`src/rtl/ssds_scan_driver_if.sv`:
```
// ---------------------------------------------------------------------------
// ssds_scan_driver_if
//   Bundles the seven-segment scan driver's control inputs (from the bus
//   interface block) and its board-pin outputs into one connection.
//
//   Signals
//     ctrl_en        display enable
//     ctrl_digit_0..3 per-digit segment patterns, bit0=a .. bit6=g, 1=lit
//     ctrl_dots      decimal point per digit, bit i = digit i, 1=lit
//     seg_out        shared segment lines (pin polarity)
//     dot_out        shared decimal-point line (pin polarity)
//     dig_sel        digit commons, bit i = digit i (pin polarity)
//     frame_tick     1-cycle pulse when digit 0 starts being driven
//
//   Modports
//     master : the side that supplies ctrl_* and observes the pins
//     slave  : the scan driver itself
// ---------------------------------------------------------------------------
interface ssds_scan_driver_if;
  logic       ctrl_en;
  logic [6:0] ctrl_digit_0;
  logic [6:0] ctrl_digit_1;
  logic [6:0] ctrl_digit_2;
  logic [6:0] ctrl_digit_3;
  logic [3:0] ctrl_dots;
  logic [6:0] seg_out;
  logic       dot_out;
  logic [3:0] dig_sel;
  logic       frame_tick;

  modport master (
    output ctrl_en,
    output ctrl_digit_0,
    output ctrl_digit_1,
    output ctrl_digit_2,
    output ctrl_digit_3,
    output ctrl_dots,
    input  seg_out,
    input  dot_out,
    input  dig_sel,
    input  frame_tick
  );

  modport slave (
    input  ctrl_en,
    input  ctrl_digit_0,
    input  ctrl_digit_1,
    input  ctrl_digit_2,
    input  ctrl_digit_3,
    input  ctrl_dots,
    output seg_out,
    output dot_out,
    output dig_sel,
    output frame_tick
  );
endinterface

```
`src/rtl/ssds_scan_driver.sv`:
```
// ---------------------------------------------------------------------------
// ssds_scan_driver
//   Time-multiplexed pin driver for a 4-digit seven-segment display. Each
//   digit owns a slot of SLOT_CYCLES clocks: the first BLANK_CYCLES are dark
//   (anti-ghosting gap), then the digit pattern captured at the end of the
//   gap is driven for the rest of the slot. Capturing once per slot means a
//   bus write can never change a digit while it is lit.
//
//   Ports
//     clk   in  system clock
//     rst   in  synchronous, active-high reset
//     bus   slave modport of ssds_scan_driver_if
//             in : ctrl_en, ctrl_digit_0..3, ctrl_dots
//             out: seg_out, dot_out, dig_sel, frame_tick (all registered)
//
//   Parameters
//     SLOT_CYCLES    clocks per digit slot, must exceed BLANK_CYCLES
//     BLANK_CYCLES   dark clocks at the start of each slot, >= 1
//     SEG_ACTIVE_LOW 1: segment/dot pins are low to light
//     DIG_ACTIVE_LOW 1: digit commons are low to select
// ---------------------------------------------------------------------------
module ssds_scan_driver #(
  parameter int unsigned SLOT_CYCLES    = 50000,
  parameter int unsigned BLANK_CYCLES   = 500,
  parameter int unsigned SEG_ACTIVE_LOW = 1,
  parameter int unsigned DIG_ACTIVE_LOW = 1
) (
  input  logic              clk,
  input  logic              rst,
  ssds_scan_driver_if.slave bus
);

  localparam int unsigned CNT_W = (SLOT_CYCLES > 1) ? $clog2(SLOT_CYCLES) : 1;

  // Counter values at which the FSM changes phase.
  localparam logic [CNT_W-1:0] BLANK_LAST = CNT_W'(BLANK_CYCLES - 1);
  localparam logic [CNT_W-1:0] SLOT_LAST  = CNT_W'(SLOT_CYCLES - 1);
  localparam logic [CNT_W-1:0] CNT_ONE    = CNT_W'(1);

  typedef enum logic [0:0] {
    ST_BLANK = 1'b0,
    ST_DRIVE = 1'b1
  } state_e;

  // Logical (1 = lit / selected) to pin-level conversion.
  function automatic logic [6:0] seg_pins(input logic [6:0] lit);
    seg_pins = (SEG_ACTIVE_LOW != 0) ? ~lit : lit;
  endfunction

  function automatic logic dot_pin(input logic lit);
    dot_pin = (SEG_ACTIVE_LOW != 0) ? ~lit : lit;
  endfunction

  function automatic logic [3:0] dig_pins(input logic [3:0] sel);
    dig_pins = (DIG_ACTIVE_LOW != 0) ? ~sel : sel;
  endfunction

  // Scan state
  state_e           state_q, state_d;
  logic [1:0]       idx_q, idx_d;
  logic [CNT_W-1:0] cnt_q, cnt_d;
  logic [6:0]       shadow_seg_q, shadow_seg_d;
  logic             shadow_dot_q, shadow_dot_d;

  // Registered pin outputs
  logic [6:0]       seg_q, seg_d;
  logic             dot_q, dot_d;
  logic [3:0]       dig_q, dig_d;
  logic             tick_q, tick_d;

  // Current digit's live inputs, selected by the scan index
  logic [6:0]       sel_seg;
  logic             sel_dot;

  // Select the live pattern and dot for the digit currently being scanned.
  always_comb begin
    sel_seg = 7'h00;
    sel_dot = bus.ctrl_dots[idx_q];
    case (idx_q)
      2'd0:    sel_seg = bus.ctrl_digit_0;
      2'd1:    sel_seg = bus.ctrl_digit_1;
      2'd2:    sel_seg = bus.ctrl_digit_2;
      2'd3:    sel_seg = bus.ctrl_digit_3;
      default: sel_seg = bus.ctrl_digit_0;
    endcase
  end

  // Next-state and next-output logic of the blank/drive scan FSM.
  always_comb begin
    state_d      = state_q;
    idx_d        = idx_q;
    cnt_d        = cnt_q;
    shadow_seg_d = shadow_seg_q;
    shadow_dot_d = shadow_dot_q;
    seg_d        = seg_pins(7'h00);
    dot_d        = dot_pin(1'b0);
    dig_d        = dig_pins(4'h0);
    tick_d       = 1'b0;

    if (!bus.ctrl_en) begin
      // Disabled: park at the start of digit 0's blank phase, pins dark.
      state_d = ST_BLANK;
      idx_d   = 2'd0;
      cnt_d   = {CNT_W{1'b0}};
    end else begin
      case (state_q)
        ST_BLANK: begin
          cnt_d = cnt_q + CNT_ONE;
          if (cnt_q == BLANK_LAST) begin
            // End of the gap: freeze this digit's pattern for the whole drive phase.
            state_d      = ST_DRIVE;
            shadow_seg_d = sel_seg;
            shadow_dot_d = sel_dot;
          end else begin
            state_d = ST_BLANK;
          end
        end
        ST_DRIVE: begin
          if (cnt_q == SLOT_LAST) begin
            state_d = ST_BLANK;
            cnt_d   = {CNT_W{1'b0}};
            idx_d   = idx_q + 2'd1;
          end else begin
            state_d = ST_DRIVE;
            cnt_d   = cnt_q + CNT_ONE;
          end
        end
        default: begin
          state_d = ST_BLANK;
          idx_d   = 2'd0;
          cnt_d   = {CNT_W{1'b0}};
        end
      endcase

      // Pins follow the next state so they line up with it after the clock edge.
      if (state_d == ST_DRIVE) begin
        seg_d = seg_pins(shadow_seg_d);
        dot_d = dot_pin(shadow_dot_d);
        dig_d = dig_pins(4'b0001 << idx_d);
      end else begin
        seg_d = seg_pins(7'h00);
        dot_d = dot_pin(1'b0);
        dig_d = dig_pins(4'h0);
      end

      // Frame marker: first drive cycle of digit 0 only.
      if ((state_q == ST_BLANK) && (state_d == ST_DRIVE) && (idx_q == 2'd0)) begin
        tick_d = 1'b1;
      end else begin
        tick_d = 1'b0;
      end
    end
  end

  // State and output registers with synchronous reset.
  always_ff @(posedge clk) begin
    if (rst) begin
      state_q      <= ST_BLANK;
      idx_q        <= 2'd0;
      cnt_q        <= {CNT_W{1'b0}};
      shadow_seg_q <= 7'h00;
      shadow_dot_q <= 1'b0;
      seg_q        <= seg_pins(7'h00);
      dot_q        <= dot_pin(1'b0);
      dig_q        <= dig_pins(4'h0);
      tick_q       <= 1'b0;
    end else begin
      state_q      <= state_d;
      idx_q        <= idx_d;
      cnt_q        <= cnt_d;
      shadow_seg_q <= shadow_seg_d;
      shadow_dot_q <= shadow_dot_d;
      seg_q        <= seg_d;
      dot_q        <= dot_d;
      dig_q        <= dig_d;
      tick_q       <= tick_d;
    end
  end

  assign bus.seg_out    = seg_q;
  assign bus.dot_out    = dot_q;
  assign bus.dig_sel    = dig_q;
  assign bus.frame_tick = tick_q;

endmodule

```
`src/flat_wrapper.sv`:
```
// flat-port wrapper written by rule: the top's interface ports become plain ports
module ssds_scan_driver_flat 
#(
  parameter int unsigned SLOT_CYCLES    = 50000,
  parameter int unsigned BLANK_CYCLES   = 500,
  parameter int unsigned SEG_ACTIVE_LOW = 1,
  parameter int unsigned DIG_ACTIVE_LOW = 1
)
  (clk, rst, bus_ctrl_en, bus_ctrl_digit_0, bus_ctrl_digit_1, bus_ctrl_digit_2, bus_ctrl_digit_3, bus_ctrl_dots, bus_seg_out, bus_dot_out, bus_dig_sel, bus_frame_tick);
  ssds_scan_driver_if bus_i ();
  input  logic clk;
  input  logic rst;
  input wire logic [$bits(bus_i.ctrl_en)-1:0] bus_ctrl_en;
  input wire logic [$bits(bus_i.ctrl_digit_0)-1:0] bus_ctrl_digit_0;
  input wire logic [$bits(bus_i.ctrl_digit_1)-1:0] bus_ctrl_digit_1;
  input wire logic [$bits(bus_i.ctrl_digit_2)-1:0] bus_ctrl_digit_2;
  input wire logic [$bits(bus_i.ctrl_digit_3)-1:0] bus_ctrl_digit_3;
  input wire logic [$bits(bus_i.ctrl_dots)-1:0] bus_ctrl_dots;
  output wire logic [$bits(bus_i.seg_out)-1:0] bus_seg_out;
  output wire logic [$bits(bus_i.dot_out)-1:0] bus_dot_out;
  output wire logic [$bits(bus_i.dig_sel)-1:0] bus_dig_sel;
  output wire logic [$bits(bus_i.frame_tick)-1:0] bus_frame_tick;
  assign bus_i.ctrl_en = bus_ctrl_en;
  assign bus_i.ctrl_digit_0 = bus_ctrl_digit_0;
  assign bus_i.ctrl_digit_1 = bus_ctrl_digit_1;
  assign bus_i.ctrl_digit_2 = bus_ctrl_digit_2;
  assign bus_i.ctrl_digit_3 = bus_ctrl_digit_3;
  assign bus_i.ctrl_dots = bus_ctrl_dots;
  assign bus_seg_out = bus_i.seg_out;
  assign bus_dot_out = bus_i.dot_out;
  assign bus_dig_sel = bus_i.dig_sel;
  assign bus_frame_tick = bus_i.frame_tick;
  ssds_scan_driver #(.SLOT_CYCLES(SLOT_CYCLES), .BLANK_CYCLES(BLANK_CYCLES), .SEG_ACTIVE_LOW(SEG_ACTIVE_LOW), .DIG_ACTIVE_LOW(DIG_ACTIVE_LOW)) u_core (.clk(clk), .rst(rst), .bus(bus_i));
endmodule
```
`config.mk`:
```
export PLATFORM = sky130hd
export DESIGN_NAME = ssds_scan_driver_flat
export DESIGN_NICKNAME = d
export VERILOG_FILES = /design/src/rtl/ssds_scan_driver_if.sv /design/src/rtl/ssds_scan_driver.sv /design/src/flat_wrapper.sv
export SDC_FILE = /design/constraint.sdc
export NUM_CORES = 1
export LEC_CHECK = 0
export ABC_CLOCK_PERIOD_IN_PS = 2200
export CAP_MARGIN = 40
export CORE_MARGIN = 2
export CORE_UTILIZATION = 50
export CTS_BUF_LIST = sky130_fd_sc_hd__clkbuf_8
export CTS_CLUSTER_SIZE = 25
export DETAILED_ROUTE_END_ITERATION = 6
export GPL_TIMING_DRIVEN = 0
export PLACE_DENSITY = 0.82
export SYNTH_ARGS = -nofsm -noshare
export SYNTH_HDL_FRONTEND = slang
export SYNTH_SLANG_ARGS = --single-unit
```
`constraint.sdc`:
```
create_clock -name clk -period 2.2 [get_ports clk]
set_clock_uncertainty 0.1 [all_clocks]
set_input_delay 0.33 -clock clk [delete_from_list [all_inputs] [get_ports clk]]
set_output_delay 0.33 -clock clk [all_outputs]
set_load 0.1 [all_outputs]
```
# --- Yosys cells after proc, flatten, opt, wreduce, memory -nomap -nowiden ---
# Cells that the tools add are included.
classes:
  add_sub_neg: 2
  n_lt_le_gt_ge: 1
  n_eq_ne: 5
  shifts: 1
  mux: 19
  bitwise_logic: 6
  reduce_logical: 5
ops:
  columns: ["cell", "n"]
  rows:
  - ["16-bit one-hot mux with 2 select lines", 1]
  - ["7-bit one-hot mux with 4 select lines", 1]
  - ["7-bit two-way mux", 3]
  - ["16-bit by 1-bit adder with 16-bit output, second input constant", 1]
  - ["16-bit equality test, second input constant", 1]
  - ["16-bit by 9-bit equality test with 1-bit output, second input constant", 1]
  - ["16-bit two-way mux", 1]
  - ["1-bit two-way mux", 8]
  - ["7-bit inverter", 1]
  - ["2-bit two-way mux", 3]
  - ["2-bit equality test, second input constant", 2]
  - ["1-bit inverter", 4]
  - ["4-bit inverter", 1]
  - ["1-bit by 2-bit left shift with 4-bit output, first input constant", 1]
  - ["2-bit by 3-bit < comparator with 1-bit output, second input constant", 1]
  - ["3-bit OR reduction", 1]
  - ["2-bit by 1-bit adder with 2-bit output, second input constant", 1]
  - ["1-bit binary-select mux with 2-bit select", 1]
  - ["2-bit by 1-bit equality test with 1-bit output, second input constant", 1]
  - ["1-bit logical AND", 2]
  - ["2-bit logical NOT", 1]
  - ["1-bit one-hot mux with 2 select lines", 1]
  - ["2-bit OR reduction", 1]
word_totals:
  reg_bits: 40
  in_bits: 35
  out_inout_bits: 13
  elab_cells: 48

# --- Logic depth before layout (Yosys ltp) ---
# Gate-level depths: netlist of the first run.
logic_depth:
  ltp_word: 7
  depth_mapped: 7
  depth_no_buf: 6

# --- Worst setup path before layout of the first run ---
# No wires, ideal clock.
synth_timing:
  path_type: "reg-to-reg"
  startpoint: "register u_core.cnt_q[14]"
  endpoint: "register u_core.seg_q[6] (netlist: u_core.bus.seg_out[6])"
  setup_time_ps: 134
  t_arrival_ps: 1487
  required_ps: 1966
  setup_slack_ps: 479
  stages_incl_launch_ff: 7
  path_buffers: 1
  period_less_slack_ps: 1721
  path_cell_list: "dfxtp_1 or4_4 nor2_4 and4_1 buf_4 a22o_1 nand3_1"
synth_via:
  elab_chain_cells: 6
  elab_cells_between_ends: 12
  classes_between: "2 x eq/ne; 7 x mux; 2 x bitwise; 1 x reduce/logical"
synth_rtl:
  columns: ["element", "line_no", "text"]
  rows:
  - ["start: declaration", "ssds_scan_driver.sv:61", "logic [CNT_W-1:0] cnt_q, cnt_d;"]
  - ["start signal: assignment", "ssds_scan_driver.sv:160", "cnt_q <= {CNT_W{1'b0}};"]
  - ["start signal: assignment", "ssds_scan_driver.sv:170", "cnt_q <= cnt_d;"]
  - ["16-bit equality test or 16-bit by 9-bit equality test with 1-bit output (tied branches)", "ssds_scan_driver.sv:119, ssds_scan_driver.sv:109", null]
  - ["1-bit two-way mux (on tied branches)", "ssds_scan_driver.sv:119, ssds_scan_driver.sv:109", null]
  - ["1-bit one-hot mux with 2 select lines", "ssds_scan_driver.sv:106", "case (state_q)"]
  - ["1-bit two-way mux", "ssds_scan_driver.sv:100", "if (!bus.ctrl_en) begin"]
  - ["1-bit inverter (no source line)", null, null]
  - ["3-bit OR reduction (no source line)", null, null]
  - ["end signal: assignment", "ssds_scan_driver.sv:163", "seg_q <= seg_pins(7'h00);"]
  - ["end signal: assignment", "ssds_scan_driver.sv:173", "seg_q <= seg_d;"]
  - ["end: declaration", "ssds_scan_driver.sv:66", "logic [6:0] seg_q, seg_d;"]
# Several ways; a longest one is shown, not always the timed one. The select of a mux whose other input is x is not followed.
# A chain may end at the register's enable or synchronous reset.

# --- Worst setup path in the final report of the first run ---
layout_timing:
  startpoint: "register u_core.idx_q[0]"
  endpoint: "register u_core.seg_q[0] (netlist: u_core.bus.seg_out[0])"
layout_via:
  elab_chain_cells: 6
  elab_cells_between_ends: 9
  classes_between: "3 x eq/ne; 4 x mux; 1 x bitwise; 1 x reduce/logical"
layout_rtl:
  columns: ["element", "line_no", "text"]
  rows:
  - ["start: declaration", "ssds_scan_driver.sv:60", "logic [1:0] idx_q, idx_d;"]
  - ["start signal: assignment", "ssds_scan_driver.sv:169", "idx_q <= idx_d;"]
  - ["2-bit equality test (tied with other cells)", "ssds_scan_driver.sv:79", "case (idx_q)"]
  - ["7-bit one-hot mux with 4 select lines *", "ssds_scan_driver.sv:79", null]
  - ["7-bit two-way mux *", "ssds_scan_driver.sv:109", "if (cnt_q == BLANK_LAST) begin"]
  - ["7-bit two-way mux *", "ssds_scan_driver.sv:106", null]
  - ["7-bit two-way mux *", "ssds_scan_driver.sv:100", null]
  - ["7-bit inverter *", "ssds_scan_driver.sv:47", "seg_pins = (SEG_ACTIVE_LOW != 0) ? ~lit : lit;"]
# Mark *: on every way between the ends. The rest lies on a longest branch, timed or not. The select of a mux whose other input is x is not followed.

==> results of run 1 <==
==> stage by stage <==
step | std cells | total power [W] | utilization (%)
4_1_cts | 304 | 0.00134 | 74.2
3_3_place_gp | 283 | 0.000833 | 65.8
3_5_place_dp | 296 | 0.000836 | 71.5
6_report | 304 | 0.00132 | 74.2
5_1_grt | 304 | 0.00137 | 74.2
2_1_floorplan | 189 | 0.000769 | -
==> layout by cell type, fill, tap and decap left out, drive strengths merged, types with 4 or more instances in the layout <==
cell           instances
a222oi                 7
mux2i                 16
a22o                   7
buf                   16
clkdlybuf4s50         46
nand4                  6
clkbuf                10
ha                     6
nand2                  7
xor2                  11
inv                   10
nor2                  30
dfxtp                 40
nand3                 18
xnor2                  4
==> per-layer routing <==
layer	track usage [%]	part of all wire (%)
met1	26.7	43
met2	38.9	50
met3	6.60	5.4
met4	9.57	1.8
met5	0	0
==> worst max-delay path, delay by kind of cell (launching register included) <==
kind	cells	cell delay (ns)
mux	1	0.20
flops	1	0.46
buf+inv	1	0.19
simple gates	1	0.07
fa+ha+maj	1	0.33
compound gates	2	0.63
==> final cells by class <==
type                    count  area, um2  share of cell area, %
well taps                  48       60.1                   2.24
multi-input cells         132        975                   36.4
plain buffers               7       37.5                   1.40
repair buffers             59        668                   25.0
clock inverters             2       15.0                  0.561
inverters                  10       37.5                   1.40
flip-flops and latches     40        801                   29.9
clock buffers               6       82.6                   3.09
==> power breakdown <==
part,leakage (nW),switching [W],internal [W]
Sequential,0.323,0.00000168,0.000725
Combinational,0.733,0.0000294,0.0000620
Clock,0.0434,0.000251,0.000254
Total,1.10,0.000282,0.00104
==> cells by family (layout without fill, tap and decap cells) <==
| kind of cell | Yosys count | count (layout) |
|---|---|---|
| simple gates | 77 | 77 |
| xor+xnor | 15 | 15 |
| buf+inv | 17 | 84 |
| fa+ha+maj | 6 | 6 |
| flops | 40 | 40 |
| compound gates | 17 | 17 |
| mux | 17 | 17 |
==> worst paths after layout <==
path         slack [ns]            start  depth (start not counted)               endpoint
max                0.15  u_core.idx_q[0]                          6  u_core.bus.seg_out[0]
min                0.32              rst                          2               register
max reg2reg        0.15  u_core.idx_q[0]                          6  u_core.bus.seg_out[0]
min reg2reg        0.37  u_core.cnt_q[0]                          1        u_core.cnt_q[0]
==> repair_timing <==
action / 4_1_cts / 5_1_grt
gates resized for setup: 0 / 0
endpoints found under the setup margin: 0 / 1
hold buffers: 0 / 0
==> flow_summary.ini, run 1 <==
[clock_network]
path_clk_slew_ns = 0.08
cts_inserted_buffers = 5
cts_root_buf = clkbuf_8
tritoncts = yes
htree_levels = 2
cts.sinks = 40
clockBufferDepth = 2
cts_setup_buffers = 0
clkLatencyLatePin_ns = 0.29

[sta]
period_share_pct = 93.1
max_slew_margin_pct = 63.3
drv_slew = 0
rsz0062_at_grt = false
final-setup-viol-count = 0
setup_ws_ns = 0.151
tns_ns = 0
fin_crit_ns = 2.05
max_freq_mhz = 488
tightest_slew_ns = 0.549
holdWs_ns = 0.316
hold_violations = 0

[floorplanning]
die-area_mm2 = 0.00420
dieWidth_um = 64.8
rows = 22
core_mm2 = 0.00361
io_pins = 48
initial_utilization_pct = 51.3
die_y_um = 64.8

[synthesis]
synth_compound_area_share_pct = 9.26
yosysWarnings = 0
synthXorXnorAreaFrac_pct = 7.10
ys_ff_latch = 40
yosys.area.top_type = dfxtp_1
synth_area_mm2 = 0.00185
synth.area.mux_share_pct = 9.87
synth_common_cells = dfxtp_1, nor2_1, nand3_1
syn_nets = 230
synthDistinctLibCells = 34
synthArstFlopShare_pct = 0
yosysMostFrequentCell = dfxtp_1
synth_area_per_cell_um2 = 9.79
ys_top_cells_by_area = dfxtp_1, mux2i_1, nor2_1
synth_top_family_by_area = simple AND/OR/NAND/NOR gates
yosys.area_share.simple_pct = 22.4
synth_edf_count = 0
seq_area_frac_synth_pct = 43.3
yosys.area_share.adder_pct = 4.06
synthCells = 189
synthFlopType = dfxtp_1
synth_top_area_share_pct = 43.3

[power]
p_per_area_mw_per_mm2 = 494
ir_drop_uv = 341
power_leakage_nw = 1.10

[worst_setup_path]
criticalPathCategory = reg2reg
worst-path-max-fanout = 7
slowest_stage = dfxtp_1
worstPathCellList = inv_1 > ha_1 > a222oi_1 > mux2i_1 > a22o_1 > nand3_1
worstPathArrival_ns = 2.17
critPathLaunchType = register
cp-end-kind = register
cp_slowest_stage_delay_ns = 0.46
required_ns = 2.32

[placement]
routabilityCongestion = 0.825
port_buffers = 46
pre_cts_ws_ns = 0.138
hpwl_mm = 3.28
placedInstanceArea_mm2 = 0.00258

[detailed_routing]
firstDrtPassIters = 5
vias = 1617
vias_per_cell = 5.32
drc = 0
post_drt_wl_per_cell_um = 14.2
drt_iter0_markers = 81
wirelength_mm = 4.31
ant_nets = 0

[global_routing]
grt_overflow = 0
grt_max_degree = 14
antenna_found_initial = 0
grt_first_pass_wirelength_mm = 7.30
grt_pass1_vias = 1634
grtUsageTotal_pct = 22.9

[finish]
fill_cells = 264
antenna_cells = 0
layout-drive-gt1-share_pct = 12.9
syn_to_final_growth_pct = 44.6
fin_area_mm2 = 0.00268
layout.nets = 296

[min_path]
min_path_type = in2reg

[outcome]
status = finished clean

[run]
maxCapViolCount = 0
Note: power is estimated with default switching activity, not from simulation.
==> run 2, diff against run 1 <==
- CTS_CLUSTER_SIZE: 25 -> 8
==> results of run 2 <==
The final DEF is identical to that of run 1; final timing and power are the same.
